## src/rtl/icache_pkg.sv

```systemverilog
// Shared constants and state encoding for the instruction-cache refill path.
package icache_pkg;

  localparam int unsigned WAYS       = 4;
  localparam int unsigned SETS       = 64;
  localparam int unsigned LINE_WORDS = 16;

  localparam int unsigned IDX_LSB = 6;
  localparam int unsigned IDX_MSB = 11;
  localparam int unsigned IDX_W   = IDX_MSB - IDX_LSB + 1;
  localparam int unsigned OFF_W   = 4;

  typedef enum logic [2:0] {
    ST_IDLE   = 3'd0,
    ST_REQ    = 3'd1,
    ST_REFILL = 3'd2,
    ST_TAGWR  = 3'd3,
    ST_DONE   = 3'd4,
    ST_IBAR   = 3'd5
  } state_t;

endpackage

```

## src/rtl/icache_victim_sel.sv

```systemverilog
// Victim way selection: lowest invalid way first, otherwise a 4-bit LFSR,
// or a per-set tree pseudo-LRU when ICACHE_PLRU_EN is defined.
module icache_victim_sel
  import icache_pkg::*;
(
  input  logic             clk,
  input  logic             rst,
  input  logic [WAYS-1:0]  way_valid,
  input  logic [IDX_W-1:0] lookup_index,
  input  logic [WAYS-1:0]  hit,
  input  logic [WAYS-1:0]  fill_way,
  input  logic [IDX_W-1:0] fill_index,
  output logic [WAYS-1:0]  victim
);

  logic [WAYS-1:0] invalid_pick;
  logic [WAYS-1:0] full_pick;

  always_comb begin
    casez (way_valid)
      4'b???0: invalid_pick = 4'b0001;
      4'b??01: invalid_pick = 4'b0010;
      4'b?011: invalid_pick = 4'b0100;
      4'b0111: invalid_pick = 4'b1000;
      default: invalid_pick = 4'b0000;
    endcase
  end

  assign victim = (|invalid_pick) ? invalid_pick : full_pick;

`ifdef ICACHE_PLRU_EN
  logic [2:0] plru [SETS];
  logic [2:0] tree;

  // Bit 0 picks the half, bits 1/2 pick within the low/high pair;
  // an access steers each traversed bit toward the other side.
  function automatic logic [2:0] touch(input logic [2:0] t, input logic [WAYS-1:0] way);
    logic [2:0] r;
    r = t;
    if (way[0] | way[1]) begin
      r[0] = 1'b1;
      r[1] = way[0];
    end else begin
      r[0] = 1'b0;
      r[2] = way[2];
    end
    return r;
  endfunction

  always_ff @(posedge clk or posedge rst) begin
    if (rst) begin
      for (int unsigned s = 0; s < SETS; s++) plru[s] <= '0;
    end else begin
      if (|hit)      plru[lookup_index] <= touch(plru[lookup_index], hit);
      if (|fill_way) plru[fill_index]   <= touch(plru[fill_index], fill_way);
    end
  end

  always_comb begin
    tree      = plru[lookup_index];
    full_pick = '0;
    if (tree[0]) full_pick[tree[2] ? 3 : 2] = 1'b1;
    else         full_pick[tree[1] ? 1 : 0] = 1'b1;
  end
`else
  logic [3:0] lfsr;
  logic       unused_plru_inputs;

  assign unused_plru_inputs = ^{hit, fill_way, fill_index, lookup_index};

  // x^4 + x^3 + 1, maximal length, never reaches all-zero from 4'b0001.
  always_ff @(posedge clk or posedge rst) begin
    if (rst) lfsr <= 4'b0001;
    else     lfsr <= {lfsr[2:0], lfsr[3] ^ lfsr[2]};
  end

  always_comb begin
    full_pick            = '0;
    full_pick[lfsr[1:0]] = 1'b1;
  end
`endif

endmodule

```

## src/rtl/icache_refill_ctrl.sv

```systemverilog
// Instruction-cache refill / IBAR sweep controller driving the tag/valid and
// data array write ports. Optional tree-PLRU victim via ICACHE_PLRU_EN.
module icache_refill_ctrl
  import icache_pkg::*;
(
  input  logic        clk,
  input  logic        rst,
  input  logic        miss_valid,
  input  logic [31:0] miss_addr,
  input  logic [3:0]  way_valid,
  input  logic [3:0]  hit,
  output logic        miss_done,
  output logic        rd_req,
  output logic [31:0] rd_addr,
  input  logic        rd_rdy,
  input  logic        ret_valid,
  input  logic [31:0] ret_data,
  output logic [3:0]  data_we,
  output logic [5:0]  data_index,
  output logic [3:0]  data_offset,
  output logic [31:0] data_wdata,
  output logic [3:0]  we,
  output logic [31:0] w_addr,
  input  logic        ibar_req,
  output logic        ibar_clear,
  output logic [5:0]  ibar_tagv_addr,
  output logic        ibar_done,
  output logic        busy
);

  state_t           state, state_nx;
  logic [31:0]      addr_q;
  logic [WAYS-1:0]  victim, victim_q, fill_way;
  logic [OFF_W-1:0] cnt;
  logic [IDX_W-1:0] sweep;
  logic             ibar_pend, ibar_done_q;
  logic             latch_miss, beat, last_beat, sweep_last;

  assign fill_way = (state == ST_TAGWR) ? victim_q : '0;

  icache_victim_sel u_victim_sel (
    .clk          (clk),
    .rst          (rst),
    .way_valid    (way_valid),
    .lookup_index (miss_addr[IDX_MSB:IDX_LSB]),
    .hit          (hit),
    .fill_way     (fill_way),
    .fill_index   (addr_q[IDX_MSB:IDX_LSB]),
    .victim       (victim)
  );

  assign beat       = (state == ST_REFILL) && ret_valid;
  assign last_beat  = beat && (cnt == OFF_W'(LINE_WORDS - 1));
  assign sweep_last = (state == ST_IBAR) && (sweep == IDX_W'(SETS - 1));

  always_comb begin
    state_nx   = state;
    latch_miss = 1'b0;
    rd_req     = 1'b0;
    data_we    = '0;
    we         = '0;
    miss_done  = 1'b0;
    ibar_clear = 1'b0;
    unique case (state)
      ST_IDLE: begin
        if (ibar_req || ibar_pend) begin
          state_nx = ST_IBAR;
        end else if (miss_valid) begin
          latch_miss = 1'b1;
          state_nx   = ST_REQ;
        end
      end
      ST_REQ: begin
        rd_req = 1'b1;
        if (rd_rdy) state_nx = ST_REFILL;
      end
      ST_REFILL: begin
        if (beat)      data_we  = victim_q;
        if (last_beat) state_nx = ST_TAGWR;
      end
      ST_TAGWR: begin
        we       = victim_q;
        state_nx = ST_DONE;
      end
      ST_DONE: begin
        miss_done = 1'b1;
        state_nx  = (ibar_pend || ibar_req) ? ST_IBAR : ST_IDLE;
      end
      ST_IBAR: begin
        ibar_clear = 1'b1;
        we         = '1;
        if (sweep_last) state_nx = ST_IDLE;
      end
      default: state_nx = ST_IDLE;
    endcase
  end

  always_ff @(posedge clk or posedge rst) begin
    if (rst) begin
      state       <= ST_IDLE;
      addr_q      <= '0;
      victim_q    <= '0;
      cnt         <= '0;
      sweep       <= '0;
      ibar_pend   <= 1'b0;
      ibar_done_q <= 1'b0;
    end else begin
      state       <= state_nx;
      ibar_done_q <= sweep_last;
      sweep       <= (state == ST_IBAR) ? sweep + 1'b1 : '0;
      if (latch_miss) begin
        addr_q   <= miss_addr;
        victim_q <= victim;
        cnt      <= '0;
      end
      if (beat) cnt <= cnt + 1'b1;
      // A request seen outside IDLE/IBAR is held until the sweep starts.
      if (state == ST_IBAR)
        ibar_pend <= 1'b0;
      else if (ibar_req && state != ST_IDLE)
        ibar_pend <= 1'b1;
    end
  end

  assign rd_addr        = {addr_q[31:IDX_LSB], {IDX_LSB{1'b0}}};
  assign w_addr         = addr_q;
  assign data_index     = addr_q[IDX_MSB:IDX_LSB];
  assign data_offset    = cnt;
  assign data_wdata     = beat ? ret_data : '0;
  assign ibar_tagv_addr = ibar_clear ? sweep : '0;
  assign ibar_done      = ibar_done_q;
  assign busy           = (state != ST_IDLE);

endmodule

```

## config.mk

```make
export PLATFORM = sky130hd
export DESIGN_NAME = icache_refill_ctrl
export DESIGN_NICKNAME = d
export VERILOG_FILES = /design/src/rtl/icache_pkg.sv /design/src/rtl/icache_victim_sel.sv /design/src/rtl/icache_refill_ctrl.sv
export SDC_FILE = /design/constraint.sdc
export NUM_CORES = 1
export LEC_CHECK = 0
export ABC_AREA = 1
export BUFFER_PORTS_ARGS = -buffer_cell sky130_fd_sc_hd__buf_2
export CORE_ASPECT_RATIO = 1.4
export CORE_MARGIN = 3
export CORE_UTILIZATION = 42
export DETAILED_ROUTE_END_ITERATION = 7
export GPL_ROUTABILITY_DRIVEN = 0
export GPL_TIMING_DRIVEN = 1
export PLACE_DENSITY = 0.81
export SLEW_MARGIN = 20
export SYNTH_ARGS = -nofsm -noshare
export SYNTH_HDL_FRONTEND = slang
export SYNTH_SLANG_ARGS = --single-unit
```

## constraint.sdc

```tcl
create_clock -name clk -period 2 [get_ports clk]
set_input_delay 0.4 -clock clk [delete_from_list [all_inputs] [get_ports clk]]
set_output_delay 0.4 -clock clk [all_outputs]
set_load 0.05 [all_outputs]
```

Word level (Yosys, flattened, before mapping) --
Index checks and enable logic that the tools add are counted.
Word-level totals: latch bits 0, memory bits (read-only) 0, memories kept 0, register bits after elaboration 55, logic and storage cells 67, input port bits 78, bits in writable memories 0
Cells by class: bitwise gates (word level) 2, shifts and indexed selects 0, multiplexer cells 27, reductions and logical operators 12, equal/unequal tests 14, magnitude comparators 2, add/subtract/negate cells 2, multipliers 0, div/mod/pow operators 0
Operator list (count):
- 32-bit two-way mux | 1
- 4-bit two-way mux | 5
- 3-bit two-way mux | 6
- 3-bit case mux with 6 select lines | 1
- 4-bit case mux with 4 select lines | 1
- 6-bit two-way mux | 2
- 3-bit by 2-bit == test with 1-bit output (second input constant) | 3
- 1-bit two-way mux | 9
- 4-bit case mux with 2 select lines | 1
- 6-bit by 1-bit adder with 6-bit output (second input constant) | 1
- 3-bit == test (second input constant) | 2
- 6-bit == test (second input constant) | 1
- 2-bit != test (second input constant) | 3
- 1-bit logical AND | 5
- 4-bit by 1-bit adder with 4-bit output (second input constant) | 1
- 4-bit by 3-bit == test with 1-bit output (second input constant) | 1
- 4-bit == test (second input constant) | 1
- 4-bit AND reduction | 1
- 2-bit nonzero test | 2
- 4-bit OR reduction | 1
- 3-bit by 1-bit == test with 1-bit output (second input constant) | 1
- 3-bit zero test | 1
- 2-bit by 3-bit less-than comparator with 1-bit output (second input constant) | 1
- 3-bit != test (second input constant) | 1
- 7 further kinds | 7

Logic depth before layout (Yosys ltp) --
Gate-level depths: netlist of the first run.
word-level depth 5, depth in mapped cells 9, gate-level depth less buffers 9

Modules after synthesis --
A second synthesis of the first run with hierarchy kept.
Second synthesis, totals: cell total of the unflattened synthesis 413, area, all modules 3071.7 um^2
Modules (own cells, without submodules):
- icache_refill_ctrl | area an instance 2884.0 um^2, times used 1, cells each 390, sequential area each 1276.2 um^2
- icache_victim_sel | area an instance 187.7 um^2, times used 1, cells each 23, sequential area each 101.3 um^2

Worst setup path before layout of the first run --
Ideal clock, no wire load.
path kind reg-to-output, start reg state[0], end out we[0], slack -223 ps, buffers on the path 0, data required time 1600 ps, cell stages (with the launch flop) 5, arrival time 1823 ps, cell sequence dfrtp_1 > inv_2 > nor3_1 > inv_1 > o21ai_0
Between the ends: cells in the longest elaborated chain, start to end 2
Ends and longest elaborated chain:
- from (decl) | RTL line icache_refill_ctrl.sv:31 | state_t state, state_nx;
- from (signal assigned) | RTL line icache_refill_ctrl.sv:108 | state <= state_nx;
- 3-bit == test / 3-bit by 2-bit == test with 1-bit output (equally long branches) | RTL line icache_refill_ctrl.sv:64 | unique case (state)
- 4-bit case mux with 2 select lines * | RTL line icache_refill_ctrl.sv:64
- to (decl) | RTL line icache_refill_ctrl.sv:22 | output logic [3:0] we,
Mark *: on every way between the ends. The rest lies on a longest branch, timed or not.

Final worst setup path of the first run --
start reg state[0], end out data_wdata[10]
Between the ends: cells in the longest elaborated chain, start to end 3
Ends and longest elaborated chain:
- 3-bit by 2-bit == test with 1-bit output | RTL line icache_refill_ctrl.sv:52 | assign beat = (state == ST_REFILL) && ret_valid;
- 1-bit logical AND | RTL line icache_refill_ctrl.sv:52
- 32-bit two-way mux | RTL line icache_refill_ctrl.sv:129 | assign data_wdata = beat ? ret_data : '0;
- to (decl) | RTL line icache_refill_ctrl.sv:21 | output logic [31:0] data_wdata,
Every way passes these cells.

==> results of run 1 <==
[area by class of cell]
cell class / count / area [um^2]
clock buffer: 5 / 68.8
clock inverter: 3 / 27.5
fill: 574 / 2450
inverter: 64 / 243
multi-input combinational: 246 / 1150
sequential: 55 / 1380
tap: 92 / 115
timing repair buffer: 202 / 1310
[synth_stat cells]
library cell	instances	share of area
a211oi_1	1	0.0025
a21oi_1	4	0.0067
a22oi_1	2	0.0050
a31oi_1	1	0.0021
buf_2	7	0.012
buf_4	38	0.095
buf_6	4	0.015
conb_1	1	0.0012
dfrtp_1	54	0.45
dfstp_2	1	0.0088
ha_1	2	0.0083
inv_1	60	0.075
inv_2	3	0.0038
inv_4	1	0.0021
nand2_1	127	0.16
nand2_2	1	0.0021
nand3_1	13	0.022
nand3_4	1	0.0058
nand4_1	1	0.0021
nor2_1	65	0.081
nor2_2	1	0.0021
nor2_4	1	0.0038
nor3_1	3	0.0050
o211ai_1	1	0.0025
o21ai_0	11	0.018
o21ai_1	2	0.0033
xor2_1	2	0.0058
[power breakdown]
group	switching [mW]	internal, mW	leakage, nW
combinational	3.49	0.987	1.85
sequential	0.290	1.49	0.706
clock	0.391	0.261	0.0467
[registers in the layout (all words and copies together), names as in the netlist]
register and flops:
data_offset 4, ibar_done 1, ibar_pend 1, state 3, sweep 6, u_victim_sel.lfsr 4
victim_q 4, w_addr 32
[critical path, stage by stage (launching register included)]
cell	delay [ps]
dfrtp_1	400
inv_2	60
nand2_1	80
nor2_4	140
nand2_4	100
buf_12	180
nor2_1	150
buf_6	180
[repair_timing]
action	CTS	global route
setup endpoints to repair	40	42
setup buffers	1	1
pin swaps	1	1
cloned	2	0
gates resized for setup	67	55
[per-stage QoR]
stage          instances  worst slack, ps  cell area [um^2]
2_1_floorplan        413             -223              3050
3_3_place_gp         655              133              3820
3_5_place_dp         655              105              3820
4_1_cts              666            -29.1              4130
5_1_grt              667             -121              4300
6_report             667            -4.47              4300
[per-layer routing]
layer	part of all wire	vias to the layer above	GRT usage
li1	-	1493	-
met1	0.38	1365	0.235
met2	0.53	157	0.384
met3	0.075	9	0.0441
met4	0.014	0	0.0509
met5	0	-	0
[worst max path at each step]
| stage | endpoint | cells past startpoint |
|---|---|---|
| 6_report | data_wdata[10] | 7 |
| 3_3_place_gp | data_we[3] | 7 |
| 4_1_cts | data_wdata[4] | 7 |
| 2_1_floorplan | we[0] | 4 |
| 5_1_grt | data_wdata[10] | 7 |
| 3_5_place_dp | data_wdata[15] | 7 |
[logic make-up (layout without fill, tap and decap cells)]
kind of cell    Yosys count  in the layout  synth area share
xor+xnor                  2              2           0.00584
compound gates           22             22            0.0404
fa+ha+maj                 2              2           0.00834
flops                    55             55             0.459
buf+inv                 113            274             0.203
other cells               1              6           0.00125
simple gates            213            214             0.283
==> flow_summary.yaml, run 1 <==
status:
  outcome: "complete, but fails checks"
  failed_checks: "negative setup slack"
critical_path:
  r2r_cells: 9
  timing.rr.start: "state[0]"
  worst-setup-path-type: "flip-flop to output port"
  worstPathRequired_ps: 1600
  r2r_slack_ps: 450
  cp-startpoint: "state[0]"
  worst-path-max-fanout: 23
  worstReg2RegEnd: "data_offset[3]"
  critPathLaunchType: "flip-flop"
  cp_data_arrival_time_ps: 1600
  crit_path_end_kind: "output port"
sta:
  grt_setup_unrepaired: "yes"
  setup_viol: 1
  fin_crit_sh: 1.00
  hold_ws_ps: 113
  setup_ws_ps: -4.47
  clock_skew_ps: 11.4
  post-route-min-period_ps: 2000
  worstMarginPinSlew_ps: 531
  setup-tns-final_ps: -4.47
  maxSlewViolCount: 0
  hold_viol: 0
  maxSlewHeadroom: 0.646
  clock.fmax_mhz: 499
clock_tree:
  numCtsBuffers: 5
  clkTransAtPathRegs_ps: 120
  cts_root_buf: "clkbuf_8"
  htreeDepth: 2
  hold_buffers: 0
  cts_tree: "built"
  clock_sinks: 55
  insertion_delay_ps: 310
  cts.path.max_buffers: 2
final_layout:
  num_antenna_cells: 0
  syn_to_final_growth_pct: 43.1
  final_layout_size_suffix_gt1_frac: 0.445
  final_util: 0.637
  final_cell_mix: "buf_2 (148), nand2_1 (127), inv_1 (58)"
  layout.nets: 654
  final_common_cell: "buf_2"
synth:
  yosysSeqAreaShare: 0.459
  avgSynthCellArea_um2: 7.36
  synthesis.instances: 408
  ys_ff_latch: 55
  synth_area_um2: 3000
  yosys_warnings: 0
  netlist-cell-type-count: 27
route:
  ant_nets: 0
  vias_per_cell: 4.53
  drt-total-wl_mm: 8.93
  drc: 0
  drt-pass1-iter-count: 4
  post_drt_wl_per_cell_um: 13.4
  via_count: 3024
  drt-initial-drc-count: 161
grt:
  grt-ovfl-total: 0
  grt_max_degree: 38
  grt_pass1_vias: 2828
  grt_pass1_wl_mm: 13.6
  grt_util_all_layers: 0.205
  antenna_found_initial: 0
pwr:
  peakVddDrop_v: 0.00133
  p_leak_nw: 2.60
  p_total_mw: 6.91
  power_density_nw_per_um2: 1610
placed_design:
  io_buffer_count: 192
  hpwl_mm: 6.52
die:
  die_w_um: 77.4
  io_pins: 203
  rows: 35
  dieArea_um2: 8210
  initial_core_util: 0.445
  fp.coreArea_um2: 6740
  dieHeight_um: 106
min_path:
  holdCritPathClass: "input pin to async pin"
job:
  maxCapViolations: 0
No activity file was read; power rests on OpenSTA's default activity.
==> run 2: changes to the inputs <==
--- a/config.mk
+++ b/config.mk
@@ -13,7 +13,7 @@
 export DETAILED_ROUTE_END_ITERATION = 7
 export GPL_ROUTABILITY_DRIVEN = 0
 export GPL_TIMING_DRIVEN = 1
-export PLACE_DENSITY = 0.81
+export PLACE_DENSITY = 0.85
 export SLEW_MARGIN = 20
 export SYNTH_ARGS = -nofsm -noshare
 export SYNTH_HDL_FRONTEND = slang
==> flow_summary.yaml, run 2 (same netlist as run 1, synthesis figures left out) <==
critical_path:
  worst-path-max-fanout: 29
  worst-setup-path-type: "flip-flop to output port"
  crit_path_end_kind: "output port"
  critPathLaunchType: "flip-flop"
  cp_data_arrival_time_ps: 1590
  worstPathRequired_ps: 1600
final_layout:
  multiInputGateArea_um2: 1110
  fillers: 588
  final_common_cell: "buf_2"
  syn_to_final_growth_pct: 41.1
  seq_area_um2: 1380
  final_layout_size_suffix_gt1_frac: 0.425
  final_cell_mix: "buf_2 (150), nand2_1 (126), inv_1 (59)"
  num_antenna_cells: 0
  largest_register_ffs: 32
  layout.nets: 649
  final_cells: 662
min_path:
  holdCritPathClass: "input pin to async pin"
die:
  io_pins: 203
  fp.coreArea_um2: 6740
  dieArea_um2: 8210
  die_w_um: 77.4
  dieHeight_um: 106
  rows: 35
  initial_core_util: 0.445
sta:
  clock_skew_ps: 9.50
  setup-tns-final_ps: 0
  maxSlewViolCount: 0
  worstMarginPinSlew_ps: 560
  maxSlewHeadroom: 0.626
  grt_setup_unrepaired: "yes"
  fin_crit_sh: 0.996
  post-route-min-period_ps: 1990
  hold_viol: 0
  clock.fmax_mhz: 502
  setup_viol: 0
  hold_ws_ps: 132
clock_tree:
  htreeDepth: 2
  cts_root_buf: "clkbuf_8"
  post_cts_resized: 61
  clock_sinks: 55
  cts_tree: "built"
  insertion_delay_ps: 300
  clkTransAtPathRegs_ps: 100
  cts.path.max_buffers: 2
  hold_buffers: 0
  numCtsBuffers: 5
  cts_setup_buffers: 0
placed_design:
  io_buffer_count: 192
  hpwl_mm: 6.52
  dp_cells: 654
grt:
  grt_util_met2: 0.405
  grt-ovfl-total: 0
  grt_pass1_vias: 2952
  grt_pass1_wl_mm: 14.0
  grt_max_degree: 38
  antenna_found_initial: 0
  use_met1: 0.222
  met3_usage: 0.0500
  grt.busiest_layer: "met2"
  grt_util_all_layers: 0.209
pwr:
  peakVddDrop_v: 0.00111
  power_density_nw_per_um2: 1640
  p_leak_nw: 2.59
route:
  via_count: 3036
  drt-pass1-iter-count: 4
  drt-total-wl_mm: 8.73
  ant_nets: 0
  post_drt_wl_per_cell_um: 13.2
  drc: 0
  vias_per_cell: 4.59
  drt-initial-drc-count: 151
job:
  maxCapViolations: 0
status:
  outcome: "completed"
[run 2: path summary, 6_finish.rpt]
kind                                      start  cells after the start  slack, ps                   end
max                                    state[0]                      7          7         data_wdata[0]
min                                         rst                      2        130             w_addr[6]
max reg2reg                            state[1]                      8        490        data_offset[0]
min reg2reg                u_victim_sel.lfsr[1]                      0        410  u_victim_sel.lfsr[2]
max in group asynchronous                   rst                      3       1310            w_addr[15]
min in group clk                   miss_addr[2]                      3        280             w_addr[2]
[run 2: power by group]
group	leakage, nW	internal [mW]	total (mW)	switching [mW]
clock	0.0618	0.412	0.768	0.356
sequential	0.705	1.49	1.80	0.309
combinational	1.82	0.930	4.38	3.45
total	2.59	2.84	6.95	4.12
[run 2: worst max-delay path, stage by stage (launching register included)]
cell and delay [ps]:
dfrtp_1 400, inv_2 90, nand2_1 70, nor2_2 130, nand2_2 100, buf_12 180
nor2_1 150, buf_6 180
[run 2: layout make-up]
cell class	instances	area share
Multi-Input combinational cell	245	0.261
Timing Repair Buffer	198	0.300
Tap cell	92	0.0272
Inverter	64	0.0573
Clock inverter	2	0.00916
Clock buffer	6	0.0195
Sequential cell	55	0.325
[run 2: routing by layer]
| metal | share of wire | wire, um | vias up |
|---|---|---|---|
| li1 | - | - | 1482 |
| met3 | 0.069 | 604 | 13 |
| met5 | 0 | 0 | - |
| met1 | 0.36 | 3140 | 1394 |
| met2 | 0.56 | 4850 | 147 |
| met4 | 0.015 | 135 | 0 |
[run 2: through the flow]
| step | area (um^2) | util | total power, mW | setup slack, ps |
|---|---|---|---|---|
| floorplan | 3050 | - | 5.44 | -223 |
| global placement | 3810 | 0.565 | 6.02 | 303 |
| detailed placement | 3810 | 0.565 | 6.10 | 268 |
| CTS | 4120 | 0.611 | 6.92 | -16.1 |
| global route | 4240 | 0.628 | 7.32 | -96.1 |
| finish | 4240 | 0.628 | 6.95 | 7.45 |
==> run 3: changes to the inputs <==
--- a/config.mk
+++ b/config.mk
@@ -13,8 +13,10 @@
 export DETAILED_ROUTE_END_ITERATION = 7
 export GPL_ROUTABILITY_DRIVEN = 0
 export GPL_TIMING_DRIVEN = 1
-export PLACE_DENSITY = 0.85
+export PLACE_DENSITY = 0.84
+export RECOVER_POWER = 25
 export SLEW_MARGIN = 20
 export SYNTH_ARGS = -nofsm -noshare
 export SYNTH_HDL_FRONTEND = slang
+export SYNTH_HIERARCHICAL = 1
 export SYNTH_SLANG_ARGS = --single-unit
==> flow_summary.yaml, run 3 <==
status:
  outcome: "complete, but fails checks"
  failed_checks: "negative setup slack"
critical_path:
  cp-startpoint: "state[0]"
  cp_data_arrival_time_ps: 1600
  r2r_cells: 8
  worst-setup-path-type: "flip-flop to output port"
  path_buf_inv: 3
  cp_cell_sequence: "inv_2 -> nand2_2 -> nor2_4 -> nand2_4 -> buf_12 -> nor2_2 -> buf_6"
  critical-path-max-stage-delay_ps: 420
  timing.rr.start: "state[1]"
  crit_path_end_kind: "output port"
  r2r_slack_ps: 370
  worst-path-max-fanout: 11
  cpMaxStageDelayCell: "dfrtp_2"
  crit_end: "data_wdata[29]"
  crit_cells: 7
  critPathLaunchType: "flip-flop"
  crit_family: "buffers and inverters"
  worstPathRequired_ps: 1600
  worstReg2RegEnd: "w_addr[8]"
sta:
  post-route-min-period_ps: 2000
  setup_viol: 1
  clock.fmax_mhz: 500
  worstMarginPinSlew_ps: 547
  maxSlewViolCount: 0
  hold_viol: 0
  grt_setup_unrepaired: "yes"
  clock_skew_ps: 4.17
  setup_ws_ps: -1.91
  maxSlewHeadroom: 0.635
  fin_crit_sh: 1.00
  setup-tns-final_ps: -1.91
final_layout:
  final_layout_size_suffix_gt1_frac: 0.479
  final_cell_mix: "buf_2 (147), nand2_1 (120), inv_1 (56)"
  layout.nets: 659
  syn_to_final_growth_pct: 50.4
  stdcell_area_um2: 4600
  num_antenna_cells: 0
  final_common_cell: "buf_2"
  largest_register_ffs: 32
  fillers: 584
  final_cells: 675
clock_tree:
  cts_root_buf: "clkbuf_8"
  clock_sinks: 55
  numCtsBuffers: 5
  clkTransAtPathRegs_ps: 100
  cts_tree: "built"
  cts.path.max_buffers: 2
  insertion_delay_ps: 300
  htreeDepth: 2
route:
  post_drt_wl_per_cell_um: 13.4
  vias_per_cell: 4.65
  drt-total-wl_mm: 9.08
  drc: 0
  drt-initial-drc-count: 115
  drt-pass1-iter-count: 4
  via_count: 3139
  ant_nets: 0
die:
  rows: 36
  dieHeight_um: 107
  die_w_um: 78.1
  fp.coreArea_um2: 7030
  io_pins: 203
  dieArea_um2: 8350
  initial_core_util: 0.435
placed_design:
  dp_slack_ps: 183
  placed_cell_area_um2: 3930
  dp_cells: 656
  hpwl_mm: 6.10
  io_buffer_count: 192
grt:
  grt_pass1_vias: 2920
  grt_pass1_wl_mm: 12.5
  antenna_found_initial: 0
  grt_util_all_layers: 0.184
  grt_max_degree: 44
  grt-ovfl-total: 0
pwr:
  peakVddDrop_v: 0.000892
  power_density_nw_per_um2: 1550
  p_leak_nw: 2.66
min_path:
  holdCritPathClass: "input pin to flip-flop"
synth:
  yosys_warnings: 6
  synth_area_um2: 3060
  synthesis.instances: 409
  avgSynthCellArea_um2: 7.47
job:
  maxCapViolations: 0
[run 3: changes by cell type in the layout (fill, tap and decap cells not counted), moves of 4 or more]
cell,previous run,this run
nor2_4,3,27
nor2_1,41,23
nor2_2,23,13
nand2_1,126,120
buf_8,0,5
buf_4,10,14
nand2_2,2,6
o21ai_2,0,4
[run 3: what timing repair did]
action | CTS | global route
hold buffers | 1 | 0
cloned | 0 | 5
buffers inserted | 2 | 3
hold endpoints to repair | 3 | 0
endpoints found under the setup margin | 42 | 45
gates resized for setup | 44 | 78
[run 3: worst register-to-register path: cells and delay by family, from the launching register on]
family        cells  cell delay, ps
buf+inv           3             610
simple gates      5             510
flops             1             440
[run 3: worst min-delay path by stage]
stage | slack [ps] | start | depth (start not counted) | endpoint
after floorplan | 170 | rst | 1 | u_victim_sel/lfsr[1]
after global placement | 300 | rst | 2 | u_victim_sel/lfsr[1]
after detailed placement | 300 | rst | 2 | u_victim_sel/lfsr[3]
after CTS | 270 | miss_addr[15] | 3 | w_addr[15]
after global routing | 280 | miss_addr[29] | 3 | w_addr[29]
final | 290 | miss_addr[14] | 3 | w_addr[14]
[run 3: report_power, final]
| part | switching (mW) | internal, mW | leakage [nW] |
|---|---|---|---|
| logic | 3.53 | 1.05 | 1.90 |
| registers | 0.289 | 1.50 | 0.705 |
| clock network | 0.355 | 0.412 | 0.0618 |
[run 3: area by class of cell]
cell class | instances | area, um^2 | share of cell area
timing repair buffer | 209 | 1430 | 0.312
sequential | 55 | 1380 | 0.300
clock inverter | 2 | 38.8 | 0.00844
multi-input combinational | 245 | 1300 | 0.284
inverter | 63 | 239 | 0.0520
tap | 95 | 119 | 0.0259
clock buffer | 6 | 82.6 | 0.0180
[run 3: layer usage]
layer  track usage  vias to the layer above  wire length [um]
li1              -                     1510                 -
met1         0.194                     1451              3390
met2         0.367                      160              4900
met3        0.0319                       18               601
met4        0.0463                        0               184
met5             0                        -                 0
[run 3: metrics by stage]
| step | hold slack (ps) | total power [mW] | util |
|---|---|---|---|
| floorplan | 165 | 5.52 | - |
| finish | 287 | 7.13 | 0.654 |
| CTS | 272 | 6.99 | 0.596 |
| detailed placement | 301 | 6.14 | 0.559 |
| global placement | 297 | 6.06 | 0.559 |
| global route | 284 | 7.50 | 0.654 |
